--- src/rtl/path_pkg.sv ---
`default_nettype none
// ==== path_pkg: grid constants, codes, FSM encoding, node helpers (rev 1.0) ====
package path_pkg;

  localparam int         GRID_N    = 3;
  localparam logic [1:0] MAX_COORD = 2'(GRID_N - 1);

  localparam logic [1:0] DIR_UP    = 2'd0;
  localparam logic [1:0] DIR_DOWN  = 2'd1;
  localparam logic [1:0] DIR_LEFT  = 2'd2;
  localparam logic [1:0] DIR_RIGHT = 2'd3;

  localparam logic [1:0] ERR_BAD_ENDPOINT = 2'd1;
  localparam logic [1:0] ERR_DEAD_END     = 2'd2;
  localparam logic [1:0] ERR_EXTRA_CELLS  = 2'd3;

  typedef enum logic [2:0] {
    ST_IDLE  = 3'd0,
    ST_CHECK = 3'd1,
    ST_WALK  = 3'd2,
    ST_DONE  = 3'd3,
    ST_ERR   = 3'd4
  } state_t;

  // Node encoding is {y, x}; mask bit index is x*3+y.
  function automatic logic [3:0] node_idx(input logic [3:0] node);
    return {2'b00, node[1:0]} * 4'd3 + {2'b00, node[3:2]};
  endfunction

  function automatic logic [8:0] node_bit(input logic [3:0] node);
    return 9'b1 << node_idx(node);
  endfunction

endpackage
`default_nettype wire

--- src/rtl/path_neighbour_sel.sv ---
`default_nettype none
// ==== path_neighbour_sel: first unvisited in-mask neighbour, UP>DOWN>LEFT>RIGHT (rev 1.0) ====
module path_neighbour_sel
  import path_pkg::*;
(
  input  logic [3:0] cur,
  input  logic [8:0] mask,
  input  logic [8:0] visited,
  output logic       found,
  output logic [1:0] dir,
  output logic [3:0] next_node
);

  logic [1:0] x;
  logic [1:0] y;
  logic [3:0] cand [4];
  logic [3:0] ok;

  assign x = cur[1:0];
  assign y = cur[3:2];

  assign cand[0] = {y, x - 2'd1};
  assign cand[1] = {y, x + 2'd1};
  assign cand[2] = {y - 2'd1, x};
  assign cand[3] = {y + 2'd1, x};

  // Range test comes first so wrapped coordinates never qualify.
  assign ok[0] = (x != 2'd0)     && (|(mask & node_bit(cand[0]))) && !(|(visited & node_bit(cand[0])));
  assign ok[1] = (x < MAX_COORD) && (|(mask & node_bit(cand[1]))) && !(|(visited & node_bit(cand[1])));
  assign ok[2] = (y != 2'd0)     && (|(mask & node_bit(cand[2]))) && !(|(visited & node_bit(cand[2])));
  assign ok[3] = (y < MAX_COORD) && (|(mask & node_bit(cand[3]))) && !(|(visited & node_bit(cand[3])));

  always_comb begin
    found     = 1'b0;
    dir       = DIR_UP;
    next_node = cur;
    if (ok[0]) begin
      found = 1'b1; dir = DIR_UP;    next_node = cand[0];
    end else if (ok[1]) begin
      found = 1'b1; dir = DIR_DOWN;  next_node = cand[1];
    end else if (ok[2]) begin
      found = 1'b1; dir = DIR_LEFT;  next_node = cand[2];
    end else if (ok[3]) begin
      found = 1'b1; dir = DIR_RIGHT; next_node = cand[3];
    end
  end

endmodule
`default_nettype wire

--- src/rtl/path_walker.sv ---
`default_nettype none
// ==== path_walker: walks a 3x3 path mask start->end, one move per handshake (rev 1.0) ====
// Optional STRICT_PATH_CHECK_EN: unvisited mask cells at the end report err_code 3.
module path_walker
  import path_pkg::*;
#(
  parameter int N     = GRID_N,
  parameter int LEN_W = 4
) (
  input  logic             clock,
  input  logic             reset_n,
  input  logic [8:0]       path_matrix,
  input  logic [3:0]       start_node,
  input  logic [3:0]       end_node,
  input  logic             path_valid,
  output logic             path_ready,
  output logic             move_valid,
  input  logic             move_ready,
  output logic [1:0]       move_dir,
  output logic [3:0]       move_node,
  output logic             done,
  output logic [LEN_W-1:0] path_length,
  output logic             err,
  output logic [1:0]       err_code
);

  localparam logic [1:0] LAST = 2'(N - 1);

  state_t           state, state_n;
  logic [8:0]       mask, visited, sel_vis;
  logic [3:0]       start_lat, end_lat, cur, sel_cur, cand_node;
  logic [LEN_W-1:0] step, step_n;
  logic [1:0]       cand_dir, code_n;
  logic             found, hs, accept, advance, at_end, extra, bad_ep;

  assign path_ready = (state == ST_IDLE);
  assign accept     = path_valid && path_ready;
  assign done       = (state == ST_DONE);
  assign err        = (state == ST_ERR);
  assign hs         = move_valid && move_ready;
  assign advance    = !move_valid || move_ready;

  // The selector looks one move ahead so a new move can be registered on the
  // same edge that consumes the current one.
  assign sel_cur = hs ? move_node : cur;
  assign sel_vis = hs ? (visited | node_bit(move_node)) : visited;
  assign step_n  = hs ? step + LEN_W'(1) : step;
  assign at_end  = (sel_cur == end_lat);

  assign bad_ep = (start_lat[1:0] > LAST) || (start_lat[3:2] > LAST) ||
                  (end_lat[1:0]   > LAST) || (end_lat[3:2]   > LAST) ||
                  !(|(mask & node_bit(start_lat))) || !(|(mask & node_bit(end_lat)));

`ifdef STRICT_PATH_CHECK_EN
  assign extra = (sel_vis != mask);
`else
  assign extra = 1'b0;
`endif

  path_neighbour_sel u_sel (
    .cur       (sel_cur),
    .mask      (mask),
    .visited   (sel_vis),
    .found     (found),
    .dir       (cand_dir),
    .next_node (cand_node)
  );

  always_ff @(posedge clock or negedge reset_n) begin
    if (!reset_n) state <= ST_IDLE;
    else          state <= state_n;
  end

  always_comb begin
    state_n = state;
    code_n  = ERR_DEAD_END;
    case (state)
      ST_IDLE:  if (accept) state_n = ST_CHECK;
      ST_CHECK: begin
        code_n  = ERR_BAD_ENDPOINT;
        state_n = bad_ep ? ST_ERR : ST_WALK;
      end
      ST_WALK: begin
        if (advance) begin
          if (at_end) begin
            if (extra) begin
              state_n = ST_ERR;
              code_n  = ERR_EXTRA_CELLS;
            end else begin
              state_n = ST_DONE;
            end
          end else if (!found) begin
            state_n = ST_ERR;
          end
        end
      end
      ST_DONE:  state_n = ST_IDLE;
      ST_ERR:   state_n = ST_IDLE;
      default:  state_n = ST_IDLE;
    endcase
  end

  always_ff @(posedge clock or negedge reset_n) begin
    if (!reset_n) begin
      mask        <= '0;
      visited     <= '0;
      start_lat   <= '0;
      end_lat     <= '0;
      cur         <= '0;
      step        <= '0;
      move_valid  <= 1'b0;
      move_dir    <= '0;
      move_node   <= '0;
      path_length <= '0;
      err_code    <= '0;
    end else begin
      if (accept) begin
        mask        <= path_matrix;
        start_lat   <= start_node;
        end_lat     <= end_node;
        cur         <= start_node;
        visited     <= node_bit(start_node);
        step        <= '0;
        path_length <= '0;
        err_code    <= '0;
      end
      if (state == ST_WALK && advance) begin
        cur        <= sel_cur;
        visited    <= sel_vis;
        step       <= step_n;
        move_valid <= found && !at_end;
        move_dir   <= cand_dir;
        move_node  <= cand_node;
      end
      if (state == ST_WALK && state_n == ST_DONE) path_length <= step_n;
      if (state_n == ST_ERR) err_code <= code_n;
    end
  end

endmodule
`default_nettype wire

--- config.mk ---
export PLATFORM = sky130hd
export DESIGN_NAME = path_walker
export DESIGN_NICKNAME = d
export VERILOG_FILES = /design/src/rtl/path_pkg.sv /design/src/rtl/path_neighbour_sel.sv /design/src/rtl/path_walker.sv
export SDC_FILE = /design/constraint.sdc
export NUM_CORES = 1
export LEC_CHECK = 0
export BUFFER_PORTS_ARGS = -buffer_cell sky130_fd_sc_hd__buf_2
export CAP_MARGIN = 20
export CORE_MARGIN = 3
export CORE_UTILIZATION = 35
export CTS_BUF_LIST = sky130_fd_sc_hd__clkbuf_2
export CTS_CLUSTER_SIZE = 25
export DETAILED_ROUTE_END_ITERATION = 8
export PLACE_DENSITY = 0.49
export REMOVE_ABC_BUFFERS = 1
export SYNTH_ARGS = -nofsm -noshare
export SYNTH_HDL_FRONTEND = slang
export SYNTH_SLANG_ARGS = --single-unit
--- constraint.sdc ---
create_clock -name clock -period 5.1 [get_ports clock]
set_input_delay 1.02 -clock clock [delete_from_list [all_inputs] [get_ports clock]]
set_output_delay 1.02 -clock clock [all_outputs]
set_load 0.02 [all_outputs]
# Word level (Yosys, flattened, before mapping)
# Index checks and enable logic that the tools add are counted.
# word_totals
ff_bits	50
in_bits	21
out_inout_bits	16
word_cells	138
# op_classes
addsub	13
mul	7
magnitude_cmp	6
n_eq_ne	7
shifts	8
mux	31
n_bitwise	11
n_reduce_logical	43
# op_table
cell	count
bitwise AND 9 bit	10
OR reduction 9 bit	10
left shift 1 x 4 -> 9 bit, first input constant	8
two-way mux 4 bit	11
adder 4 x 2 -> 4 bit	8
multiplier 2 x 2 -> 4 bit, second input constant	7
two-way mux 9 bit	3
two-way mux 3 bit	5
two-way mux 2 bit	7
logical AND 1 bit	13
nonzero test 2 bit	5
== test 3 x 2 -> 1 bit, second input constant	3
OR 9 bit	1
case mux 3 bit (3 select lines)	1
greater-than comparator 2 bit, second input constant	4
logical NOT 1 bit	8
== test 3 bit, second input constant	2
logical OR 1 bit	6
adder 2 x 1 -> 2 bit, second input constant	2
adder 4 x 1 -> 4 bit, second input constant	1
== test 4 bit	1
< comparator 2 bit, second input constant	2
two-way mux 1 bit	4
subtractor 2 x 1 -> 2 bit, second input constant	2
2 further kinds	2

# Depth between registers and ports, before layout
# Gate-level depths: netlist of the first run.
# logic_depth
word_depth	20
depth_mapped	18

# Cells and area by module
# A second synthesis of the first run with hierarchy kept.
# hier_totals
hier_cells	516
area_unflattened_um2	4418.0
# by_module_without_submodules
module	instances	cells_each	area_each_um2
path_walker	1	316	3005.4
path_neighbour_sel	1	200	1412.6

# Least setup slack after synthesis of the first run
# Ideal clock, no wire load.
# synth_path
kind	input to register
from	in move_ready
to	reg move_node[3]
setup_time_ns	0.094
arrival_ns	4.137
required_ns	5.006
path_slack_ns	0.869
path_stages	15
cell_sequence	nand2_4 -> mux2i_2 -> ha_1 -> xor2_2 -> inv_1 -> ha_1 -> or3_4 -> and2_0 -> clkbuf_2 -> mux4_2 -> nand3_1 -> a32oi_1 -> and4bb_4 -> o211ai_1 -> a221oi_2
# synth_via
elab_chain_cells	13
elab_cells_between_ends	56
# synth_rtl
item	line_no	rtl
from (decl)	path_walker.sv:18	input logic move_ready,
parallel branches: the longest is 13 deep, another holds multiplier 2 x 2 -> 4 bit	--	
to (signal assigned)	path_walker.sv:133	move_node <= cand_node;
to (decl)	path_walker.sv:20	output logic [3:0] move_node,
# Parallel ways; which one is timed is not known.
# A chain may end at the register's enable or synchronous reset.

# Worst setup path after layout of the first run
# Ends and elaborated chain as after synthesis.

==> qor_table.md, run 1 <==
| Result | Reported | Unit |
| --- | --- | --- |
| Post-synthesis compound-gate area fraction | 20.02 | % |
| Crit Path Class | input pin to flop | - |
| Fin. Hold Viols | 0 | - |
| Count of flip-flops with a built-in enable after synthesis | 0 | - |
| Crit start category | input pin | - |
| Num Clock Sinks | 50 | - |
| Multiplexer share of the synthesized area | 6.947 | % |
| Detail-routed via count per cell | 5.540 | - |
| Post-synthesis cell area | 4430 | µm² |
| Total negative slack for setup checks | 0 | ns |
| Final weighted congestion in routability-driven placement | 0.9001 | - |
| Worst setup startpoint | move_ready | - |
| Total number of placement rows | 40 | - |
| Clock tree from TritonCTS | built | - |
| Number of top-level design ports | 37 | - |
| Overflow after GRT | 0 | - |
| Final worst-path setup slack | 0.9028 | ns |
| Chip Height | 118.5 | µm |
| CP Capture Type | flop | - |
| Met1 layer usage reported by global route | 25.84 | % |
| Period Utilization, post-route | 82.30 | % |
| Post-synthesis simple-gate area fraction | 25.22 | % |
| Wire length of the first global-routing pass | 20800 | µm |
| Final count of negative-setup-slack endpoints | 0 | - |
| Vias in the first global route | 3823 | - |
| Number of port buffers | 36 | - |
| Worst Hold Path Cells | 2 | - |
| Dominant combinational cell family by area after synthesis | simple AND/OR/NAND/NOR gates | - |
| Number of fill cells in the layout | 1289 | - |
| Routed wire length | 12640 | µm |
| Min-delay worst type | flop to flop | - |
| Area of the core region | 12210 | µm² |
| Seq/Total Area, Yosys | 28.24 | % |
| Share of cells above drive strength 1 | 17.88 | % |
| Number of clock buffers inserted by TritonCTS | 5 | - |
| Terminating pin of the worst hold path | path_length[0] | - |
| Via count | 3906 | - |
| Final non-filler cell area | 4803 | µm² |
| Detailed placement HPWL | 9599 | µm |
| Max-slew headroom | 31.17 | % |
| Hold buffer count at cts | 0 | - |
| Worst clock skew | 0.01976 | ns |
| Max-cap check violation count | 0 | - |
| Number of antenna repair diodes | 0 | - |
| Status | completed | - |
| Detailed-router iteration count before antenna repair | 5 | - |
| Yosys warning count | 0 | - |
| Net count reported at finish | 589 | - |
| Worst Setup Slack post-DPL | 0.4121 | ns |
| Full die area | 14040 | µm² |
| Die Span X | 118.5 | µm |
| Count of cells along the worst register-to-register path | 11 | - |
| Post-Synthesis Cells | 511 | - |
| Antenna violations before repair | 0 | - |
| Total number of H-tree levels | 2 | - |
| Post-layout minimum cycle time | 4.197 | ns |
| Minimum setup slack among reg-to-reg paths | 0.92 | ns |
| Clk Latency, worst-skew pair | 0.46 | ns |
| Relative area change from synthesis to final layout | 8.416 | % |
| DRC violation count after routing | 0 | - |
| Startpoint of the lowest-slack hold path | path_length[0] | - |
| Clock slew at reported path FFs | 0.27 | ns |
| Maximum number of pins on one net before global-route repair | 51 | - |
| Fraction of met2 tracks used by global routing | 29.97 | % |
| Highest Clock Rate | 0.2383 | GHz |
| Worst-margin pin slew | 1.032 | ns |
| Placed Area | 4736 | µm² |
| DRT iter0 DRCs | 205 | - |
| Capturing point of the worst reg2reg path | move_node[3] | - |
| Deepest clock path buffer count | 2 | - |
| WP data required | 5.50 | ns |
| Largest driver fanout on the critical path | 10 | - |
| Met3 capacity usage during global routing | 1.722 | % |
| Overall Global Routing Usage | 18.39 | % |
| Crit Reg-Reg Startpoint | move_node[0] | - |
| Resized Gates After CTS | 0 | - |
| Adder and majority gate portion of the synthesized area | 10.90 | % |
| Post-Synth XOR/XNOR Area | 2.739 | % |
| Number of register bits inferred by synthesis | 50 | - |
| Slew Viols, Final | 0 | - |
| Main flop type after synthesis | sky130_fd_sc_hd__dfrtp_1 | - |
| Mean instance size in the synthesized netlist | 8.670 | µm² |
| Wire per inst | 17.92 | µm |
| Setup bufs post-CTS | 0 | - |
| Clock tree root driver cell | sky130_fd_sc_hd__clkbuf_2 | - |
| Antenna Nets Post-Route | 0 | - |
| Number of different library cells in the post-synthesis netlist | 92 | - |
| Worst Path Arrival | 4.59 | ns |
| Starting density of the core | 36.28 | % |
| Post-synthesis async set-or-reset flop share | 100.0 | % |
| Unrepaired setup endpoints after global routing | no | - |
| Routing layer with the top usage in global route | met2 | - |
## synthesized netlist by cell type, drive strengths merged, types with 4 or more instances
cell type  instances  area [µm²]
a211oi             6       50.05
a21o               5       37.54
a21oi             28       140.1
a31oi             12       96.34
a41oi              4       35.03
and2               5       31.28
and3               5       31.28
buf               13       90.08
clkbuf            14       67.56
dfrtp             50        1251
fa                11       220.2
ha                21       262.8
inv               28       105.1
mux2i             10       116.4
mux4               7       157.7
nand2             97       381.6
nand2b             6       37.54
nand3             16       80.08
nand3b             5       37.54
nand4              7       43.79
nor2              32       122.6
nor2b              8       50.05
nor3               6       35.03
nor3b              5       37.54
o211ai             7       52.55
o21ai             23       118.9
o31ai              7       62.56
or2                4       25.02
xnor2              9       78.83
xor2               4       42.55
## critical path, cell delays in order
cell and delay (ns):
sky130_fd_sc_hd__buf_2 0.16, sky130_fd_sc_hd__nand2_4 0.13, sky130_fd_sc_hd__o21ai_2 0.35, sky130_fd_sc_hd__inv_1 0.20, sky130_fd_sc_hd__xnor2_1 0.23, sky130_fd_sc_hd__inv_1 0.07
sky130_fd_sc_hd__ha_1 0.19, sky130_fd_sc_hd__fa_1 0.65, sky130_fd_sc_hd__mux4_2 0.34, sky130_fd_sc_hd__nand2_1 0.08, sky130_fd_sc_hd__a21oi_1 0.07, sky130_fd_sc_hd__o221a_2 0.28
sky130_fd_sc_hd__and3_1 0.21, sky130_fd_sc_hd__nor2_1 0.20, sky130_fd_sc_hd__o211ai_1 0.15, sky130_fd_sc_hd__a221oi_2 0.25
## metal layers
layer / routed length (µm) / part of all wire (%)
met5: 0 / 0
met1: 6008 / 48
met2: 5829 / 46
met4: 295 / 2.3
met3: 502 / 4.0
## cell usage in the layout, fill, tap and decap left out, types with 7 or more instances in the layout
cell type	n
sky130_fd_sc_hd__mux4_2	7
sky130_fd_sc_hd__mux2i_1	8
sky130_fd_sc_hd__buf_2	36
sky130_fd_sc_hd__a31oi_1	10
sky130_fd_sc_hd__dfrtp_1	50
sky130_fd_sc_hd__inv_1	27
sky130_fd_sc_hd__fa_1	11
sky130_fd_sc_hd__buf_4	9
sky130_fd_sc_hd__ha_1	21
sky130_fd_sc_hd__o21ai_0	21
sky130_fd_sc_hd__nand2_1	94
sky130_fd_sc_hd__xnor2_1	9
sky130_fd_sc_hd__nand4_1	7
sky130_fd_sc_hd__nand3_1	16
sky130_fd_sc_hd__o211ai_1	7
sky130_fd_sc_hd__nor2_1	31
sky130_fd_sc_hd__nor2b_1	8
sky130_fd_sc_hd__a21oi_1	28
## per-stage QoR
stage / util (%) / hold WS [ns] / std cells
after floorplan: - / 0.4692 / 484
after global placement: 38.78 / 0.4949 / 697
after detailed placement: 38.78 / 0.4896 / 697
after CTS: 39.33 / 0.5461 / 705
after global routing: 39.33 / 0.5743 / 705
final: 39.33 / 0.5398 / 705
## sequential cells by signal, summed over array words and instances (netlist names), 4 cells and up
signal and cells:
end_lat 4, step 4, start_lat 4, move_node 4, cur 4, mask 9
path_length 4, visited 9
## worst max-delay path by stage
stage                    to  slack [ns]
3_3_place_gp   move_node[3]        0.52
3_5_place_dp   move_node[3]        0.41
4_1_cts        move_node[3]        0.94
2_1_floorplan  move_node[3]        0.81
5_1_grt        move_node[3]        0.61
6_report       move_node[3]        0.90
## final cells by class
class                   count  area (µm²)  share of cell area, %
well taps                 168       210.2                  4.376
clock inverters             2       37.54                 0.7815
inverters                  28       105.1                  2.188
repair buffers             45       247.7                  5.158
multi-input cells         406        2922                  60.82
flip-flops and latches     50        1251                  26.05
clock buffers               6       30.03                 0.6252
## logic make-up after synthesis
kind of cell	Yosys count
buf+inv	55
flops	50
fa+ha+maj	32
compound gates	124
xor+xnor	13
mux	20
simple gates	217
Power of run 1 is left out: the tool's default activity adds up to more than one toggle a clock period on the data nets, which glitch-free logic cannot reach.
==> run 2, diff against run 1 <==
- PLACE_DENSITY: 0.49 -> 0.51
- clock period: 5.1 -> 3.7 ns (I/O delays scaled with it)
==> run 2 against run 1 <==
Compared with the run above: via count up 6.2%; register-to-register slack worse by 0.89 ns; sequential share of layout area down 3.5 points; clock skew up 0.0029 ns; sequential cell count unchanged; count of clock-buffer cells in the layout unchanged; setup slack worse by 0.88 ns; wire length up 3.7%; core utilization up 6.1 points.
==> qor_table.md, run 2 (synthesis results as in run 1) <==
| Result | Reported | Unit |
| --- | --- | --- |
| Status | completed | - |
| Worst setup startpoint | move_valid | - |
| Fin. Hold Viols | 0 | - |
| Clock slew at reported path FFs | 0.28 | ns |
| Detailed-router iteration count before antenna repair | 4 | - |
| Largest registers | mask x9, visited x9 | - |
| Maximum number of pins on one net before global-route repair | 36 | - |
| Wire length of the first global-routing pass | 20900 | µm |
| Clk Latency, worst-skew pair | 0.46 | ns |
| Die Span X | 118.5 | µm |
| Worst Path Arrival | 4.04 | ns |
| Detail-routed via count per cell | 5.401 | - |
| Largest driver fanout on the critical path | 7 | - |
| Most used cells in the layout excluding fill and tap cells | sky130_fd_sc_hd__nand2_1, sky130_fd_sc_hd__buf_4, sky130_fd_sc_hd__dfrtp_1 | - |
| Vias in the first global route | 4037 | - |
| Number of port buffers | 36 | - |
| Number of clock buffers inserted by TritonCTS | 5 | - |
| Clock tree root driver cell | sky130_fd_sc_hd__clkbuf_2 | - |
| DRC violation count after routing | 0 | - |
| Deepest clock path buffer count | 2 | - |
| Hold buffer count at cts | 0 | - |
| Area of the core region | 12210 | µm² |
| Multi-input gate area in the final layout | 3182 | µm² |
| Minimum setup slack among reg-to-reg paths | 0.03 | ns |
| Total number of placement rows | 40 | - |
| Crit start category | flop | - |
| Period Utilization, post-route | 99.25 | % |
| Final count of negative-setup-slack endpoints | 0 | - |
| Number of antenna repair diodes | 0 | - |
| Full die area | 14040 | µm² |
| Worst clock skew | 0.02268 | ns |
| Worst Setup Slack post-DPL | -0.4670 | ns |
| Final worst-path setup slack | 0.02772 | ns |
| WP data required | 4.07 | ns |
| Post-layout minimum cycle time | 3.672 | ns |
| Highest Clock Rate | 0.2723 | GHz |
| Slew Viols, Final | 0 | - |
| Max-slew headroom | 46.22 | % |
| Net count reported at finish | 652 | - |
| Worst-margin pin slew | 0.8067 | ns |
| Number of fill cells in the layout | 1258 | - |
| CP Capture Type | flop | - |
| Detailed placement HPWL | 10070 | µm |
| Clock tree from TritonCTS | built | - |
| Wire per inst | 17.06 | µm |
| Combined flip-flop and latch cell area | 1251 | µm² |
| Count of cells along the worst register-to-register path | 15 | - |
| Crit Reg-Reg Startpoint | move_valid | - |
| Overflow after GRT | 0 | - |
| Final weighted congestion in routability-driven placement | 0.9040 | - |
| Unrepaired setup endpoints after global routing | yes | - |
| Overall Global Routing Usage | 18.34 | % |
| Share of cells above drive strength 1 | 32.50 | % |
| Total number of H-tree levels | 2 | - |
| Number of top-level design ports | 37 | - |
| Crit Path Class | flop to flop | - |
| Min-delay worst type | input pin to asynchronous set/reset pin | - |
| Antenna violations before repair | 0 | - |
| Commonest non-fill, non-tap cell in the layout | sky130_fd_sc_hd__nand2_1 | - |
| Routed wire length | 13100 | µm |
| Capturing point of the worst reg2reg path | err_code[0] | - |
| DRT iter0 DRCs | 225 | - |
| Relative area change from synthesis to final layout | 25.22 | % |
| Max-cap check violation count | 0 | - |
| Chip Height | 118.5 | µm |
| Starting density of the core | 36.28 | % |
| Antenna Nets Post-Route | 0 | - |
| Via count | 4148 | - |
| Num Clock Sinks | 50 | - |
-- run 2: cell count changes in the layout (fill, tap and decap cells not counted), sizes merged --
cell	delta
buf	+63
-- run 2: timing repair --
action / CTS / global route
pin swaps: 2 / 13
hold endpoints to repair: 0 / 0
buffers inserted: 1 / 12
gates cloned: 0 / 0
endpoints found under the setup margin: 6 / 11
resized for setup: 5 / 49
-- run 2: how the worst max path moves through the flow --
| stage | end | depth (start not counted) | slack, ns |
|---|---|---|---|
| finish | err_code[0] | 15 | 0.03 |
| global route | move_node[3] | 14 | -0.1 |
| CTS | err_code[0] | 15 | 0.0005 |
| detailed placement | move_node[3] | 14 | -0.47 |
| global placement | move_node[3] | 15 | -0.26 |
| floorplan | move_node[3] | 14 | -0.31 |
-- run 2: critical path, stage by stage (launching register included) --
cell and delay, ns:
sky130_fd_sc_hd__dfrtp_1 0.50, sky130_fd_sc_hd__nand2_4 0.16, sky130_fd_sc_hd__mux2i_4 0.30, sky130_fd_sc_hd__buf_6 0.15, sky130_fd_sc_hd__xnor2_2 0.12, sky130_fd_sc_hd__ha_1 0.16
sky130_fd_sc_hd__inv_1 0.05, sky130_fd_sc_hd__fa_2 0.52, sky130_fd_sc_hd__buf_4 0.17, sky130_fd_sc_hd__buf_4 0.13, sky130_fd_sc_hd__or4_4 0.52, sky130_fd_sc_hd__o311ai_4 0.12
sky130_fd_sc_hd__or4_4 0.22, sky130_fd_sc_hd__nand2_4 0.07, sky130_fd_sc_hd__a211oi_4 0.26, sky130_fd_sc_hd__a22oi_2 0.12
-- run 2: metrics by stage --
stage,TNS (ns),util (%),instance area (µm²),hold WS [ns],cells
floorplan,-1.942,-,4273,0.4444,484
global placement,-2.007,41.92,5119,0.4893,748
detailed placement,-3.451,41.92,5119,0.4968,748
CTS,0,42.73,5218,0.3153,757
global route,-0.4818,45.43,5548,0.3331,768
finish,0,45.43,5548,0.3212,768
-- run 2: final cells by class --
class | count | area share (%)
clock inverter | 2 | 0.6766
multi-input combinational | 406 | 57.35
sequential | 50 | 22.55
inverter | 28 | 1.894
clock buffer | 6 | 0.5413
timing repair buffer | 108 | 13.19
tap | 168 | 3.789
-- run 2: metal layers --
metal / share of wire, % / GRT usage, %
met1: 47 / 25.64
met2: 48 / 30.26
met3: 3.1 / 1.818
met4: 1.8 / 5.141
met5: 0 / 0
Power of run 2 is left out for the same reason.
